[src/rtl/sfifo_param.sv]
// Single-clock parametrised FIFO with occupancy count, programmable almost flags,
// overflow/underflow pulses and a selectable first-word-fall-through read port.
module sfifo_param #(
  parameter  int WIDTH     = 8,
  parameter  int DEPTH     = 16,
  parameter  int AF_THRESH = DEPTH - 2,
  parameter  int AE_THRESH = 2,
  parameter  int FWFT      = 0,
  localparam int PTR_SIZE  = $clog2(DEPTH)
) (
  input  logic                clk,
  input  logic                rst,
  input  logic                wr_en,
  input  logic [WIDTH-1:0]    wr_data,
  input  logic                rd_en,
  output logic [WIDTH-1:0]    rd_data,
  output logic                full,
  output logic                empty,
  output logic                almost_full,
  output logic                almost_empty,
  output logic [PTR_SIZE:0]   count,
  output logic                overflow,
  output logic                underflow
);

  localparam logic [PTR_SIZE:0]   CNT_MAX = (PTR_SIZE+1)'(DEPTH);
  localparam logic [PTR_SIZE:0]   CNT_ONE = (PTR_SIZE+1)'(1);
  localparam logic [PTR_SIZE:0]   AF_C    = (PTR_SIZE+1)'(AF_THRESH);
  localparam logic [PTR_SIZE:0]   AE_C    = (PTR_SIZE+1)'(AE_THRESH);
  localparam logic [PTR_SIZE-1:0] PTR_ONE = PTR_SIZE'(1);

  logic [WIDTH-1:0]    mem [DEPTH];
  logic [PTR_SIZE-1:0] wr_ptr_q, wr_ptr_d;
  logic [PTR_SIZE-1:0] rd_ptr_q, rd_ptr_d;
  logic [PTR_SIZE:0]   count_q, count_d;
  logic                overflow_q, underflow_q;
  logic                wr_acc, rd_acc;

  // Flags decode only the registered count so they never depend on this cycle's requests.
  assign full         = (count_q == CNT_MAX);
  assign empty        = (count_q == '0);
  assign almost_full  = (count_q >= AF_C);
  assign almost_empty = (count_q <= AE_C);
  assign count        = count_q;
  assign overflow     = overflow_q;
  assign underflow    = underflow_q;

  assign wr_acc = wr_en && !full;
  assign rd_acc = rd_en && !empty;

  always_comb begin
    wr_ptr_d = wr_ptr_q;
    rd_ptr_d = rd_ptr_q;
    count_d  = count_q;
    if (wr_acc) wr_ptr_d = wr_ptr_q + PTR_ONE;
    if (rd_acc) rd_ptr_d = rd_ptr_q + PTR_ONE;
    unique case ({wr_acc, rd_acc})
      2'b10:   count_d = count_q + CNT_ONE;
      2'b01:   count_d = count_q - CNT_ONE;
      default: count_d = count_q;
    endcase
  end

  always_ff @(posedge clk) begin
    if (rst) begin
      wr_ptr_q    <= '0;
      rd_ptr_q    <= '0;
      count_q     <= '0;
      overflow_q  <= 1'b0;
      underflow_q <= 1'b0;
    end else begin
      wr_ptr_q    <= wr_ptr_d;
      rd_ptr_q    <= rd_ptr_d;
      count_q     <= count_d;
      overflow_q  <= wr_en && full;
      underflow_q <= rd_en && empty;
    end
  end

  // Storage is deliberately left unreset; only the pointers define validity.
  always_ff @(posedge clk) begin
    if (wr_acc) mem[wr_ptr_q] <= wr_data;
  end

  generate
    if (FWFT != 0) begin : g_fwft
      assign rd_data = empty ? '0 : mem[rd_ptr_q];
    end else begin : g_std
      logic [WIDTH-1:0] rd_data_q;
      always_ff @(posedge clk) begin
        if (rst)         rd_data_q <= '0;
        else if (rd_acc) rd_data_q <= mem[rd_ptr_q];
        else             rd_data_q <= '0;
      end
      assign rd_data = rd_data_q;
    end
  endgenerate

endmodule

[config.mk]
export PLATFORM = sky130hd
export DESIGN_NAME = sfifo_param
export DESIGN_NICKNAME = d
export VERILOG_FILES = /design/src/rtl/sfifo_param.sv
export SDC_FILE = /design/constraint.sdc
export NUM_CORES = 1
export LEC_CHECK = 0
export ABC_AREA = 1
export CORE_AREA = 5 5 154 156
export CTS_CLUSTER_DIAMETER = 60
export DETAILED_ROUTE_END_ITERATION = 12
export DIE_AREA = 0 0 159 161
export PLACE_DENSITY = 0.57
export SLEW_MARGIN = 20
export SYNTH_ARGS = -nofsm -noshare
export SYNTH_HDL_FRONTEND = slang
export SYNTH_SLANG_ARGS = --single-unit
[constraint.sdc]
create_clock -name clk -period 2.3 [get_ports clk]
set_input_delay 0.23 -clock clk [delete_from_list [all_inputs] [get_ports clk]]
set_output_delay 0.23 -clock clk [all_outputs]
set_load 0.02 [all_outputs]
==> results of run 1 <==
-- layout by cell type, fill, tap and decap left out, drive strengths merged --
master,instances
xnor2,2
dfxtp,23
a2111oi,1
a21oi,19
o21ai,15
nor2,49
inv,91
clkinv,8
ha,9
nand3,72
nand2,221
clkbuf,23
buf,29
bufinv,1
clkdlybuf4s50,30
o21bai,1
nand4,2
edfxtp,128
nand3b,1
xor2,3
-- per-stage QoR --
| step | utilization | hold slack (ns) |
|---|---|---|
| global placement | 0.328 | 0.491 |
| global route | 0.353 | 0.421 |
| CTS | 0.352 | 0.392 |
| detailed placement | 0.328 | 0.505 |
| floorplan | - | 0.299 |
| finish | 0.353 | 0.410 |
-- sequential cells by signal, summed over array words and instances (netlist names) --
register and flops:
rd_data 8, wr_ptr_q 4, mem 128, underflow 1
rd_ptr_q 4, overflow 1, count 5
-- repair_timing --
| item | 4_1_cts | 5_1_grt |
|---|---|---|
| setup endpoints to repair | 0 | 2 |
| hold buffers | 0 | 0 |
| gates resized for setup | 0 | 4 |
-- routing by layer --
metal  share of wire  wire (um)
met4           0.015        224
met2            0.46       6880
met3           0.056        830
met5               0          0
met1            0.47       7000
-- power by group through the flow --
| stage | Combinational (mW) | Clock, mW | Sequential (mW) |
|---|---|---|---|
| finish | 2.10 | 2.54 | 3.22 |
| global route | 2.38 | 2.72 | 3.24 |
| CTS | 2.11 | 2.59 | 3.22 |
| detailed placement | 2.10 | 0 | 3.27 |
| global placement | 2.08 | 0 | 3.27 |
| floorplan | 1.34 | 0 | 3.34 |
-- how the worst max path moves through the flow --
stage                        start           end  slack [ns]  cells after the start
after CTS                 count[1]  almost_empty        0.07                      3
after floorplan           count[0]      count[2]        0.24                     14
final                     count[1]  almost_empty        0.09                      3
after detailed placement     rd_en      count[4]        0.08                     16
after global routing      count[1]  almost_empty       0.003                      3
after global placement       rd_en      count[4]        0.10                     16
-- area by class of cell --
class	instances	area, um2	area share
clock buffer	23	458	0.0584
clock inverter	9	77.6	0.00989
inverter	91	342	0.0435
multi-input combinational	395	1770	0.226
sequential	151	4310	0.549
tap	285	357	0.0455
timing repair buffer	59	531	0.0676
-- critical path: stages, from the launching register on --
cell and delay (ns):
dfxtp_1 0.32, buf_4 0.16, a2111oi_0 0.41, clkdlybuf4s50_1 0.69
-- cell families (layout without fill, tap and decap cells) --
family,after synthesis,in the layout
buf+inv,117,182
fa+ha+maj,9,9
simple gates,345,345
compound gates,36,36
xor+xnor,5,5
flops,151,151
==> results.yml, run 1 <==
timing:
  period_share: 0.959
  rsz0062_at_grt: "false"
  final-hold-violation-count: 0
  worstMarginPinSlew_ns: 0.936
  fmax_mhz: 453
  fin_crit_ns: 2.21
  worst_slack_ns: 0.0937
  setup_tns_ns: 0
  skew_ns: 0.00784
  finalSetupViolCount: 0
  slew_violations: 0
  slew_headroom: 0.375
placed_design:
  hpwl_mm: 9.13
  port_buffers: 30
  pre_cts_ws_ns: 0.0751
  place_inst: 981
  gp_congestion: 0.757
  place_area_um2: 7290
global_route:
  grt_pass1_wl_mm: 23.7
  track_usage: 0.119
  grt-busiest-layer: "met2"
  grt_pass1_vias: 4357
  grt_max_degree: 59
  grtUsageMet2: 0.189
  overflow: 0
  met3_usage: 0.0304
  grt_antenna_before_repair: 0
  grt_use_met1: 0.160
logic_synthesis:
  netlist.area_leader.share: 0.587
  avgSynthCellArea_um2: 9.88
  synth_top_family_by_area: "simple AND/OR/NAND/NOR gates"
  yosys.cell_types.count: 24
  yosys_warnings: 0
  yosysMostFrequentCell: "nand2_1"
  synth-compound-area-share: 0.0285
  mappedNetlistArea_um2: 6550
  yosys.area_share.simple: 0.216
  synthCells: 663
  seq_area_frac_synth: 0.657
  synthMuxAreaShare: 0
  synth_edf_count: 128
  yosys_most_used_dff: "edfxtp_1"
  ys_seq_elements: 151
  synth_adder_area_share: 0.0172
  syn_nets: 684
  synth.area.top_cells: "edfxtp_1, nand2_1, dfxtp_1, nand3_1, inv_1"
  synth_top_cell_by_area: "edfxtp_1"
  synthTopCellsByCount: "nand2_1, edfxtp_1, inv_1, nand3_1, nor2_1"
  synth_xor_area_frac: 0.00668
  postSynth.asyncResetShare: 0
job:
  drv_cap: 0
cts:
  h-tree-depth: 4
  numCtsBuffers: 17
  cts.sinks: 151
  clockRootBuffer: "clkbuf_16"
  clk_latency_ns: 0.42
  post_cts_buffers: 0
  clock_path_buffers: 2
  cts_tree: "yes"
  path_clk_slew_ns: 0.06
worst_setup_path:
  arrival_ns: 1.98
  cp-start-kind: "flop"
  setup.worst_path.class: "flop to output pin"
  r2r_start: "count[0]"
  critPathCaptureType: "output pin"
  ff2ff_setup_slack_ns: 0.22
  cp_max_fo: 7
  rr_endpoint: "count[4]"
  r2r_cells: 16
  cp.required_ns: 2.07
pwr:
  power_mw: 7.86
  power_switching_mw: 2.48
  p_leak_nw: 3.24
  power_frac_clock: 0.323
  combPwrFrac: 0.268
  p_seq_frac: 0.409
  p_sw_frac: 0.316
  p_int_mw: 5.38
  ir_worst_vdd_mv: 0.627
  p_per_area_nw_per_um2: 1000
detailed_routing:
  vias: 4486
  ant_nets: 0
  post-route-drc-count: 0
  first_pass_iters: 5
  wl_mm: 14.9
  viasPerCell: 4.43
  wl_per_cell_um: 14.7
  first_iter_violations: 348
cells_and_area:
  nFillCells: 2208
  final_area_um2: 7840
  n_antenna_cell: 0
  fin_nets: 736
  drive_gt1_frac: 0.0989
  area_delta_synth_final_pct: 19.7
  final-instance-count-excl-fill: 1013
floorplan:
  dieArea_um2: 25600
  core_region_area_um2: 22200
  start_util: 0.295
  io_pins: 31
  die_y_um: 161
  floorplan.rows: 55
  die_w_um: 159
worst_hold_path:
  min_path_cells: 3
  hold_end: "overflow"
  hp-class: "input port to flop"
  hp-start: "wr_en"
status:
  outcome: "completed"
(Power assumes the default switching activity.)
==> run 2: changes to the inputs <==
- ABC_AREA: 1 -> unset
- CORE_AREA: 5 5 154 156 -> 5 5 148 150
- DIE_AREA: 0 0 159 161 -> 0 0 153 155
==> run 2 against run 1 <==
Compared with the run above:
- the run now ends with negative setup slack left
- maximum frequency shrank 14%
- utilization increased by 1.6 points
- clock skew shrank 0.0016 ns
- combinational power rose by 13%
- via count is 28% lower
- sequential power grew 2%
- flip-flop and latch count is the same
- synthesized cell count decreased by 49%
- clock-buffer cell count is 5 lower
- first-iteration DRC count is 36% lower
- critical path type is now flop to flop
- largest power group unchanged
==> results.yml, run 2 <==
floorplan:
  dieArea_um2: 23700
  floorplan.rows: 53
  die_y_um: 155
  die_w_um: 153
  core_region_area_um2: 20600
  io_pins: 31
  start_util: 0.294
timing:
  final-hold-violation-count: 0
  fin_hold_ws_ns: 0.527
  rsz0062_at_grt: "true"
  fin_crit_ns: 2.58
  worst_slack_ns: -0.280
  setup_tns_ns: -0.501
  skew_ns: 0.00625
  fmax_mhz: 388
  worstMarginPinSlew_ns: 0.863
  slew_headroom: 0.423
  slew_violations: 0
  finalSetupViolCount: 2
  period_share: 1.12
logic_synthesis:
  synth_top_cell_by_area: "edfxtp_1"
  netlist.area_leader.share: 0.637
  avgSynthCellArea_um2: 17.9
  synth.area.top_cells: "edfxtp_1, mux4_2, dfxtp_1, mux2i_1, ha_1"
  yosysMostFrequentCell: "edfxtp_1"
  mappedNetlistArea_um2: 6040
  postSynth.asyncResetShare: 0
  synthCells: 337
  yosys_most_used_dff: "edfxtp_1"
  synth_edf_count: 128
  seq_area_frac_synth: 0.713
  synthTopCellsByCount: "edfxtp_1, mux4_2, dfxtp_1, nor2_1, mux2i_1"
  ys_seq_elements: 151
  yosys.cell_types.count: 39
  yosys_warnings: 0
  syn_nets: 358
cells_and_area:
  final_common_cell: "edfxtp_1"
  largest_reg_flops: 128
  fin_nets: 435
  regMostFlops: "mem"
  n_antenna_cell: 0
  nFillCells: 1961
  final_cell_mix: "edfxtp_1, buf_4, mux4_2"
  drive_gt1_frac: 0.291
  final-instance-count-excl-fill: 701
  area_delta_synth_final_pct: 25.5
detailed_routing:
  first_pass_iters: 4
  ant_nets: 0
  wl_per_cell_um: 17.8
  viasPerCell: 4.64
  vias: 3251
  wl_mm: 12.5
  first_iter_violations: 224
  post-route-drc-count: 0
placed_design:
  port_buffers: 30
  hpwl_mm: 8.20
  gp_congestion: 0.794
  place_inst: 667
worst_hold_path:
  hp-class: "flop to flop"
  min_path_cells: 2
  hold_end: "rd_ptr_q[3]"
  hp-start: "rd_ptr_q[3]"
pwr:
  p_sw_frac: 0.283
  p_per_area_nw_per_um2: 1090
  combPwrFrac: 0.286
  ir_worst_vdd_mv: 0.413
  power_frac_clock: 0.319
  p_leak_nw: 2.47
  p_int_mw: 5.93
  p_seq_frac: 0.395
  power_switching_mw: 2.34
worst_setup_path:
  cp_max_fo: 4
  slowest_stage: "or4_4"
  rr_endpoint: "count[4]"
  arrival_ns: 2.94
  cp-start-kind: "flop"
  setup.worst_path.class: "flop to flop"
  critPathMaxStageDelay_ns: 0.56
  ff2ff_setup_slack_ns: -0.28
  cp.required_ns: 2.66
  path_cells: "or4_4 -> o21ai_4 -> inv_2 -> ha_4 -> xor2_1 -> ha_2 -> a21oi_2 -> a221oi_2 -> or4b_1 -> nand3_1"
  r2r_start: "count[1]"
  r2r_cells: 10
  critPathCaptureType: "flop"
status:
  outcome: "finished, violations left"
  violations: "negative setup slack"
cts:
  clockRootBuffer: "clkbuf_16"
  clk_latency_ns: 0.42
  clock_path_buffers: 2
  path_clk_slew_ns: 0.06
  numCtsBuffers: 17
  cts_hold_buf: 0
  cts_tree: "yes"
  h-tree-depth: 4
  cts.sinks: 151
global_route:
  overflow: 0
  track_usage: 0.108
  grt_max_degree: 36
  grt_pass1_wl_mm: 19.3
  grt_antenna_before_repair: 0
  grt_pass1_vias: 3372
job:
  drv_cap: 0
## run 2: critical path: cells and delay by family, from the launching register on
kind | cells | cell delay (ns)
simple gates | 3 | 1.09
compound gates | 3 | 0.47
fa+ha+maj | 2 | 0.38
flops | 1 | 0.34
xor+xnor | 1 | 0.18
buf+inv | 1 | 0.07
## run 2: cells by family after synthesis
group | Yosys count | share of synthesized area
AO/OA/AOI/OAI | 25 | 0.0307
adder cells (fa/ha/maj) | 9 | 0.0186
XOR/XNOR | 8 | 0.0116
flip-flops | 151 | 0.713
buffers and inverters | 29 | 0.0213
AND/OR/NAND/NOR | 64 | 0.0541
multiplexers | 51 | 0.151
## run 2: layer usage
layer,vias to the layer above,wire (um),global-route usage,share of wire
li1,1493,-,-,-
met1,1687,5670,0.134,0.45
met2,55,6240,0.182,0.50
met3,16,411,0.0323,0.033
met4,0,168,0.0369,0.013
met5,-,0,0,0
## run 2: area by class of cell
class,count,area [um2],area share
Clock buffer,18,429,0.0566
Multi-Input combinational cell,157,1640,0.217
Clock inverter,13,133,0.0175
Tap cell,275,344,0.0454
Sequential cell,151,4310,0.569
Timing Repair Buffer,79,689,0.0910
Inverter,8,30.0,0.00396
## run 2: timing repair
item	4_1_cts	5_1_grt
buffers inserted	3	0
gates resized for setup	3	1
setup endpoints to repair	4	3
pin swaps	5	0
## run 2: metrics by stage
stage / setup WS [ns] / power [mW] / util / area [um2]
after detailed placement: -0.285 / 5.69 / 0.340 / 6990
after floorplan: -0.472 / 4.80 / - / 6080
after global placement: -0.189 / 5.64 / 0.340 / 6990
after CTS: -0.260 / 8.35 / 0.368 / 7570
final: -0.280 / 8.27 / 0.369 / 7580
after global routing: -0.390 / 8.64 / 0.369 / 7580
## run 2: power groups by stage
stage | Clock (mW) | Combinational [mW] | Sequential, mW
floorplan | 0 | 1.42 | 3.39
global placement | 0 | 2.33 | 3.30
detailed placement | 0 | 2.38 | 3.32
CTS | 2.70 | 2.39 | 3.26
global route | 2.80 | 2.55 | 3.29
finish | 2.64 | 2.37 | 3.27
## run 2: how the worst max path moves through the flow
stage                         from       end  slack, ns  cells past startpoint
after floorplan           count[0]  count[4]      -0.47                     12
after global placement    count[1]  count[4]      -0.19                     10
after detailed placement  count[1]  count[4]      -0.28                     10
after CTS                 count[1]  count[4]      -0.26                     10
after global routing      count[1]  count[4]      -0.39                     10
final                     count[1]  count[4]      -0.28                     10
==> run 3: changes to the inputs <==
- CORE_AREA: 5 5 148 150 -> 2 2 145 147
- DIE_AREA: 0 0 153 155 -> 0 0 147 149
- SLEW_MARGIN: 20 -> 0
==> run 3 against run 2 <==
Compared with the run above:
- the flow still finishes with violations (negative setup slack)
- first-iteration DRC count is 17% lower
- power is 3.3% lower
- global-route usage is 1.1 points higher
- hold slack worse by 0.011 ns
- clock-buffer cell count is 1 higher
- critical path type unchanged
- critical endpoint unchanged
==> results.yml, run 3 (synthesis gave the netlist of run 2 again) <==
timing:
  finalSetupViolCount: 2
  fin_crit_ns: 2.55
  final-hold-violation-count: 0
  skew_ns: 0.0124
  rsz0062_at_grt: "true"
  fmax_mhz: 392
  slew_headroom: 0.305
  period_share: 1.11
  worstMarginPinSlew_ns: 1.04
  slew_violations: 0
  worst_slack_ns: -0.251
cells_and_area:
  n_antenna_cell: 0
  final_common_cell: "edfxtp_1"
  largest_reg_flops: 128
  regMostFlops: "mem"
  drive_gt1_frac: 0.284
  area_delta_synth_final_pct: 24.8
  final-instance-count-excl-fill: 701
  nFillCells: 1919
  fin_nets: 434
  final_cell_mix: "edfxtp_1, buf_4, mux4_2"
worst_hold_path:
  hp-start: "rd_ptr_q[3]"
  hp-class: "flop to flop"
  min_path_cells: 2
  hold_end: "rd_ptr_q[3]"
global_route:
  grt-busiest-layer: "met2"
  grtUsageMet2: 0.198
  track_usage: 0.119
  grt_max_degree: 36
  grt_antenna_before_repair: 0
  grt_use_met1: 0.154
  overflow: 0
  grt_pass1_wl_mm: 19.1
  met3_usage: 0.0300
  grt_pass1_vias: 3335
pwr:
  p_seq_frac: 0.408
  p_per_area_nw_per_um2: 1060
  ir_worst_vdd_mv: 0.448
  p_leak_nw: 2.45
  power_switching_mw: 2.30
  p_int_mw: 5.70
  combPwrFrac: 0.291
  p_sw_frac: 0.287
  power_frac_clock: 0.302
detailed_routing:
  first_pass_iters: 4
  wl_per_cell_um: 17.6
  first_iter_violations: 186
  viasPerCell: 4.56
  post-route-drc-count: 0
  wl_mm: 12.4
  ant_nets: 0
  vias: 3197
cts:
  clk_latency_ns: 0.42
  clock_path_buffers: 2
  cts.sinks: 151
  cts_tree: "yes"
  h-tree-depth: 4
  clockRootBuffer: "clkbuf_16"
  numCtsBuffers: 17
  path_clk_slew_ns: 0.06
  cts_hold_buf: 0
worst_setup_path:
  cp-start-kind: "flop"
  setup.worst_path.class: "flop to flop"
  critPathMaxStageDelay_ns: 0.53
  path_cells: "or4_4 -> o21ai_4 -> inv_2 -> ha_4 -> xor2_2 -> ha_2 -> a21oi_2 -> a221oi_2 -> or4b_1 -> nand3_1"
  cp_max_fo: 4
  r2r_start: "count[0]"
  ff2ff_setup_slack_ns: -0.25
  slowest_stage: "or4_4"
  r2r_cells: 10
  arrival_ns: 2.91
  rr_endpoint: "count[4]"
  cp.required_ns: 2.66
  critPathCaptureType: "flop"
floorplan:
  io_pins: 31
  die_y_um: 149
  dieArea_um2: 21900
  die_w_um: 147
  floorplan.rows: 53
  start_util: 0.294
  core_region_area_um2: 20600
status:
  violations: "negative setup slack"
  outcome: "finished, violations left"
placed_design:
  hpwl_mm: 7.97
  port_buffers: 30
  pre_cts_ws_ns: -0.270
  place_inst: 667
  gp_congestion: 0.764
job:
  drv_cap: 0
[run 3: cell count changes in the layout (fill, tap and decap cells not counted), sizes merged]
cell	delta
clkinv	+5
clkbuf	+1
buf	-1
clkinvlp	-3
bufinv	-2
[run 3: worst max-delay path, delay by kind of cell (launching register included)]
family                   cells  cell delay, ns
AO/OA/AOI/OAI                3            0.48
XOR/XNOR                     1            0.15
adder cells (fa/ha/maj)      2            0.38
buffers and inverters        1            0.06
flip-flops                   1            0.35
AND/OR/NAND/NOR              3            1.06
[run 3: final cells by class]
type	instances	area, um2	area share
tap	275	344	0.0457
multi-input combinational	157	1640	0.218
clock inverter	13	83.8	0.0111
clock buffer	19	433	0.0574
timing repair buffer	78	694	0.0921
inverter	8	30.0	0.00398
sequential	151	4310	0.572
[run 3: per-layer routing]
metal / part of all wire / vias up
met5: 0 / -
met4: 0.0098 / 0
met3: 0.047 / 8
met2: 0.50 / 80
met1: 0.45 / 1625
li1: - / 1484
[run 3: power by group through the flow]
stage          sequential, mW  combinational, mW  clock (mW)
6_report                 3.26               2.33        2.41
5_1_grt                  3.28               2.53        2.59
4_1_cts                  3.26               2.35        2.47
3_5_place_dp             3.32               2.35           0
3_3_place_gp             3.30               2.34           0
2_1_floorplan            3.39               1.42           0
[run 3: worst max path at each step]
stage | startpoint | end | slack [ns] | cells after the start
2_1_floorplan | count[0] | count[4] | -0.47 | 12
3_3_place_gp | count[1] | count[4] | -0.20 | 10
3_5_place_dp | count[1] | count[4] | -0.27 | 10
4_1_cts | count[0] | count[4] | -0.26 | 10
5_1_grt | count[0] | count[4] | -0.36 | 10
6_report | count[0] | count[4] | -0.25 | 10
[run 3: stage by stage]
stage          instance area (um2)  power [mW]  setup TNS (ns)  hold WS [ns]   util
6_report                      7540        8.00          -0.461         0.516  0.367
4_1_cts                       7530        8.08          -0.433         0.517  0.366
3_5_place_dp                  7000        5.67          -0.413         0.509  0.341
2_1_floorplan                 6080        4.80          -0.769         0.329      -
3_3_place_gp                  7000        5.64          -0.320         0.496  0.341
5_1_grt                       7540        8.40          -0.668         0.548  0.367
[run 3: timing repair]
action / CTS / global route
pin swaps: 5 / 2
cloned: 0 / 0
setup buffers: 2 / 0
hold endpoints to repair: 0 / 0
setup endpoints to repair: 4 / 2
gates resized for setup: 3 / 1
==> variant 1, RTL diff (settings of run 3) <==
Put one more register stage on the output `count`, with the module's reset. The value now appears one clock later. The other outputs are not delayed to match. Comments in the files are not updated.
--- a/src/rtl/sfifo_param.sv
+++ b/src/rtl/sfifo_param.sv
@@ -41,7 +41,13 @@
   assign empty        = (count_q == '0);
   assign almost_full  = (count_q >= AF_C);
   assign almost_empty = (count_q <= AE_C);
-  assign count        = count_q;
+  always_ff @(posedge clk) begin
+    if (rst) begin
+      count <= '0;
+    end else begin
+      count <= count_q;
+    end
+  end
   assign overflow     = overflow_q;
   assign underflow    = underflow_q;
 
Behaviour: not the same (a bounded check fails within 4 cycles, from zero or initial values and one cycle with rst high).
==> variant 1 against run 3 <==
The run still ends with setup timing left; total power rose by 7.5%; final area increased by 3.0%; setup slack better by 0.0089 ns; clock power grew 13%; count of clock-buffer cells in the layout unchanged; utilization increased by 1.1 points; critical path depth did not move; non-clock buffer count decreased by 5; via count is 2.0% higher; sequential share of layout area decreased by 0.36 points; routed wire length grew 0.95%; sequential cell count is 5 higher; synthesized area is 2.8% higher.
==> variant 1: results (changes against run 3) <==
| Metric | Value |
|---|---|
| Outcome | finished, violations left |
| Failing checks | setup timing |
| DP Worst Slack | -0.263 ns (+0.00723 ns) |
| Detailed Route WL | 12500 um (+0.95%) |
| Syn_nets | 374 (+4.5%) |
| Largest net degree at the start of global routing | 33 (-8.3%) |
| First-pass GRT wire length | 19800 um (+3.7%) |
| Worst Hold Endpoint | rd_ptr_q[2]$_SDFFE_PP0P_ |
| Clock Skew | 0.00738 ns (-0.00500 ns) |
| Vias in the first global route | 3506 (+5.1%) |
| Number of fill cells | 1940 (+1.1%) |
| DRT iter0 DRCs | 125 (-33%) |
| Post-synthesis sequential area ratio | 70.9% (-0.34 points) |
| Gr usage total | 12.2% (+0.35 points) |
| Drt wl/cell | 17.5 um (-0.75%) |
| FF-to-FF Start | count_q[1]$_SDFFE_PP0P_ |
| Most common library cells after synthesis | edfxtp_1 (128), mux4_2 (32), dfxtp_1 (28) |
| Nets | 446 (+2.8%) |
| Synth unique cells | 42 (+7.7%) |
| Slew margin rel. | 37.7% (+7.2 points) |
| Hold_sp | rd_ptr_q[2]$_SDFFE_PP0P_ |
| Met1 Track Usage GR | 15.7% (+0.33 points) |
| Met2 GRT Util | 19.9% (+0.14 points) |
| Inst Count DP | 678 (+1.6%) |
| CP max FO | 5 (+1) |
| GR met3 Demand/Resource | 4.16% (+1.2 points) |
| WP data arrival | 2.90 ns (about the same) |
| Internal | 6.15 mW (+8.0%) |
| Setup-failing EPs final | 3 (+1) |
| Via Count | 3262 (+2.0%) |
| Layout cells sized above 1 | 29.9% (+1.5 points) |
| GPL Wtd Cong | 0.746 (-2.3%) |
| PnR worst setup slack | -0.242 ns (+0.00887 ns) |
| Worst R2R End | count_q[4]$_SDFFE_PP0P_ |
variant 1: area by class of cell:
type	instances	area share [%]
sequential	156	56.8
multi-input combinational	171	22.6
timing repair buffer	73	8.45
clock buffer	19	5.58
tap	275	4.43
clock inverter	13	1.81
inverter	6	0.306
variant 1: per-stage QoR:
step                util (%)  total power [mW]  instance area [um^2]  setup TNS, ns  hold WS (ns)
global route            37.8              9.02                  7760         -0.737         0.570
detailed placement      34.6              5.89                  7120         -0.560         0.532
floorplan                  -              5.00                  6250         -0.723         0.309
global placement        34.6              5.84                  7120         -0.377         0.515
CTS                     37.5              8.61                  7700         -0.466         0.547
finish                  37.8              8.59                  7760         -0.508         0.537
variant 1: cells by family (layout without fill, tap and decap cells):
kind of cell	count (synthesis)	count (layout)	synth area share [%]
adders and majority gates	9	9	1.81
AOI/OAI and AO/OA	25	25	2.92
muxes	51	51	14.8
and+or+nand+nor	77	77	6.21
DFF	156	156	70.9
xor gates and xnor gates	9	9	1.27
buffers and inverters	26	111	2.02
variant 1: how the worst max path moves through the flow:
stage | to | start | depth (start not counted) | slack, ns
after CTS | count_q[4]$_SDFFE_PP0P_ | count_q[1]$_SDFFE_PP0P_ | 10 | -0.22
after floorplan | count_q[4]$_SDFFE_PP0P_ | count_q[0]$_SDFFE_PP0P_ | 12 | -0.42
final | count_q[4]$_SDFFE_PP0P_ | count_q[1]$_SDFFE_PP0P_ | 10 | -0.24
after detailed placement | count_q[4]$_SDFFE_PP0P_ | count_q[0]$_SDFFE_PP0P_ | 10 | -0.26
after global routing | count_q[4]$_SDFFE_PP0P_ | count_q[1]$_SDFFE_PP0P_ | 10 | -0.32
after global placement | count_q[4]$_SDFFE_PP0P_ | count_q[0]$_SDFFE_PP0P_ | 10 | -0.18
variant 1: routing by layer:
metal | part of all wire (%) | up-vias
met4 | 0.96 | 0
li1 | - | 1524
met1 | 46 | 1657
met3 | 4.8 | 10
met2 | 48 | 71
met5 | 0 | -
variant 1: power groups by stage:
stage | Combinational [mW] | Sequential (mW) | Clock, mW
finish | 2.50 | 3.37 | 2.72
detailed placement | 2.46 | 3.43 | 0
CTS | 2.46 | 3.37 | 2.78
global placement | 2.43 | 3.41 | 0
floorplan | 1.54 | 3.47 | 0
global route | 2.72 | 3.38 | 2.91
variant 1: worst max-delay path, stage by stage (launching register included):
cell      delay [ns]
dfxtp_2         0.32
or4_4           0.55
o21ai_4         0.15
inv_2           0.06
ha_4            0.18
ha_1            0.33
nor3b_2         0.21
a221oi_2        0.06
buf_4           0.15
or4_1           0.40
nand3_1         0.09
variant 1: repair_timing:
item | in CTS | in global routing
buffers inserted | 1 | 2
endpoints found under the setup margin | 7 | 3
pin swaps | 4 | 3
resized for setup | 6 | 7
==> variant 2, RTL diff (flow settings as in run 3) <==
Made on the original files. Change the parameter `DEPTH` from 16 to 8.
--- a/src/rtl/sfifo_param.sv
+++ b/src/rtl/sfifo_param.sv
@@ -2,7 +2,7 @@
 // overflow/underflow pulses and a selectable first-word-fall-through read port.
 module sfifo_param #(
   parameter  int WIDTH     = 8,
-  parameter  int DEPTH     = 16,
+  parameter  int DEPTH     = 8,
   parameter  int AF_THRESH = DEPTH - 2,
   parameter  int AE_THRESH = 2,
   parameter  int FWFT      = 0,
Interface: changed (resized count); port bits go from 31 to 30. The function was not compared with the original's and may differ.
==> variant 2 against run 3 <==
Synthesized area down 45%; routed wire length is 48% lower; total power decreased by 40%; global-route usage shrank 5.6 points; setup slack improved by 0.31 ns; sequential cell count decreased by 67; final area is 41% lower; utilization fell by 15 points; critical endpoint is now count[3]$_SDFFE_PP0P_; largest power group unchanged.
==> variant 2: results (changes against run 3) <==
| Metric | Value |
|---|---|
| Outcome | complete, no violations |
| WP data arrival | 2.46 ns (-0.45 ns) |
| Share of async-settable or async-resettable flops after synthesis | 0% (unchanged) |
| YS warnings | 0 (unchanged) |
| Largest net degree at the start of global routing | 19 (-47%) |
| Hold Path Class | reg -> reg |
| Adder-cell share of the synthesized area | 1.89% (+0.020 points) |
| LEAKAGE | 1.45 nW (-41%) |
| Via Count | 1757 (-45%) |
| Vias in the first global route | 1865 (-44%) |
| Number of synthesized flops with an enable pin | 64 (-50%) |
| Router iterations before antenna repair | 4 (unchanged) |
| Clock Skew | 0.00445 ns (-0.00792 ns) |
| CTS root buf | clkbuf_16 |
| Post-DP HPWL | 4330 um (-46%) |
| Syn_nets | 207 (-42%) |
| Most common library cells after synthesis | edfxtp_1 (64), dfxtp_1 (20), nor2_1 (18) |
| Compound-Gate Fraction of Synth Area | 1.96% (-1.1 points) |
| Antenna diodes | 0 (unchanged) |
| Post-synthesis sequential area ratio | 70.0% (-1.3 points) |
| DRT iter0 DRCs | 74 (-60%) |
| Met1 Track Usage GR | 6.36% (-9.0 points) |
| Synth Area in XOR/XNOR | 2.07% (+0.91 points) |
| DP Worst Slack | 0.0137 ns (+0.284 ns) |
| CP delay by family, top | simple AND/OR/NAND/NOR gates |
| PortBufs | 29 (-3.3%) |
| First-pass GRT wire length | 10000 um (-48%) |
| Reg with most FFs | mem |
| Mean Syn Cell Area | 17.5 um^2 (-2.5%) |
| Gr usage total | 6.28% (-5.6 points) |
| Max Buffers Root-to-Sink | 2 (unchanged) |
| CTS clk-pin slew, worst paths | 0.06 ns (about the same) |
| Met2 GRT Util | 11.3% (-8.4 points) |
| Largest register FFs | 64 (-50%) |
| Initial antenna violation count | 0 (unchanged) |
| Detailed Route WL | 6460 um (-48%) |
| Top cells by area, synth | edfxtp_1 (58%), dfxtp_1 (12%), mux4_2 (11%), mux2i_1 (2.7%), nor2_1 (2.0%) |
| Nets | 261 (-40%) |
| Layout cells sized above 1 | 30.2% (+1.8 points) |
| Max stage delay on crit path | ~0.54 ns |
| CP max-delay cell | or4b_4 |
| Via density | 3.36 (-26%) |
| Synth unique cells | 38 (-2.6%) |
| Actual slew at the worst max-slew pin | 0.677 ns (-0.362 ns) |
| Number of CTS-inserted buffers | 9 (-8) |
| Maximum vdd drop | 0.000384 V (-14%) |
| GPL Wtd Cong | 0.691 (-9.6%) |
| GR met3 Demand/Resource | 1.68% (-1.3 points) |
| Worst-skew pair later-pin latency | 0.33 ns (-0.09 ns) |
| Mux cell area share after synthesis | 13.9% (-1.2 points) |
| Area of placed instances | 4110 um^2 (-41%) |
| Inst Count DP | 504 (-24%) |
| CP max FO | 6 (+2) |
| H-tree depth | 3 (-1) |
| Final count of hold timing violations | 0 (unchanged) |
## variant 2: changes by cell type after synthesis, sizes merged, moves of 5 or more
cell	delta
mux2i	-10
edfxtp	-64
clkbuf	-9
o22ai	-9
mux4	-16
inv	-5
nor2	-5
## variant 2: area by class of cell
cell class / count / area [um^2]
clock inverters: 5 / 85.1
clock buffers: 10 / 239
flip-flops and latches: 84 / 2330
multi-input cells: 94 / 985
repair buffers: 52 / 473
fillers: 2189 / 16100
well taps: 275 / 344
inverters: 3 / 13.8
## variant 2: repair_timing
item                       CTS  global route
setup endpoints to repair    3             1
setup buffers                1             3
pin swaps                    1             6
resized for setup            2             3
hold buffers                 0             0
## variant 2: worst paths after layout
path | end | cells past startpoint | startpoint | slack (ns)
min reg2reg | wr_ptr_q[1]$_SDFFE_PP0P_ | 2 | wr_ptr_q[1]$_SDFFE_PP0P_ | 0.56
max reg2reg | count[3]$_SDFFE_PP0P_ | 7 | count[2]$_SDFFE_PP0P_ | 0.06
max | count[3]$_SDFFE_PP0P_ | 7 | count[2]$_SDFFE_PP0P_ | 0.06
min | wr_ptr_q[1]$_SDFFE_PP0P_ | 2 | wr_ptr_q[1]$_SDFFE_PP0P_ | 0.56
## variant 2: report_power, final
group	internal, mW	switching, mW	total (mW)
logic	0.700	0.673	1.37
registers	1.80	0.0832	1.88
clock network	0.979	0.571	1.55
## variant 2: per-layer routing
metal / part of all wire [%] / wire length (um)
met1: 40 / 2600
met2: 53 / 3440
met4: 2.8 / 180
met5: 0 / 0
met3: 3.7 / 237
## variant 2: worst reg2reg max path: cells and delay by family (launching register included)
family	cells	cell delay, ns
compound gates	1	0.14
fa+ha+maj	1	0.19
buf+inv	1	0.11
flops	1	0.36
mux	1	0.32
simple gates	3	1.02
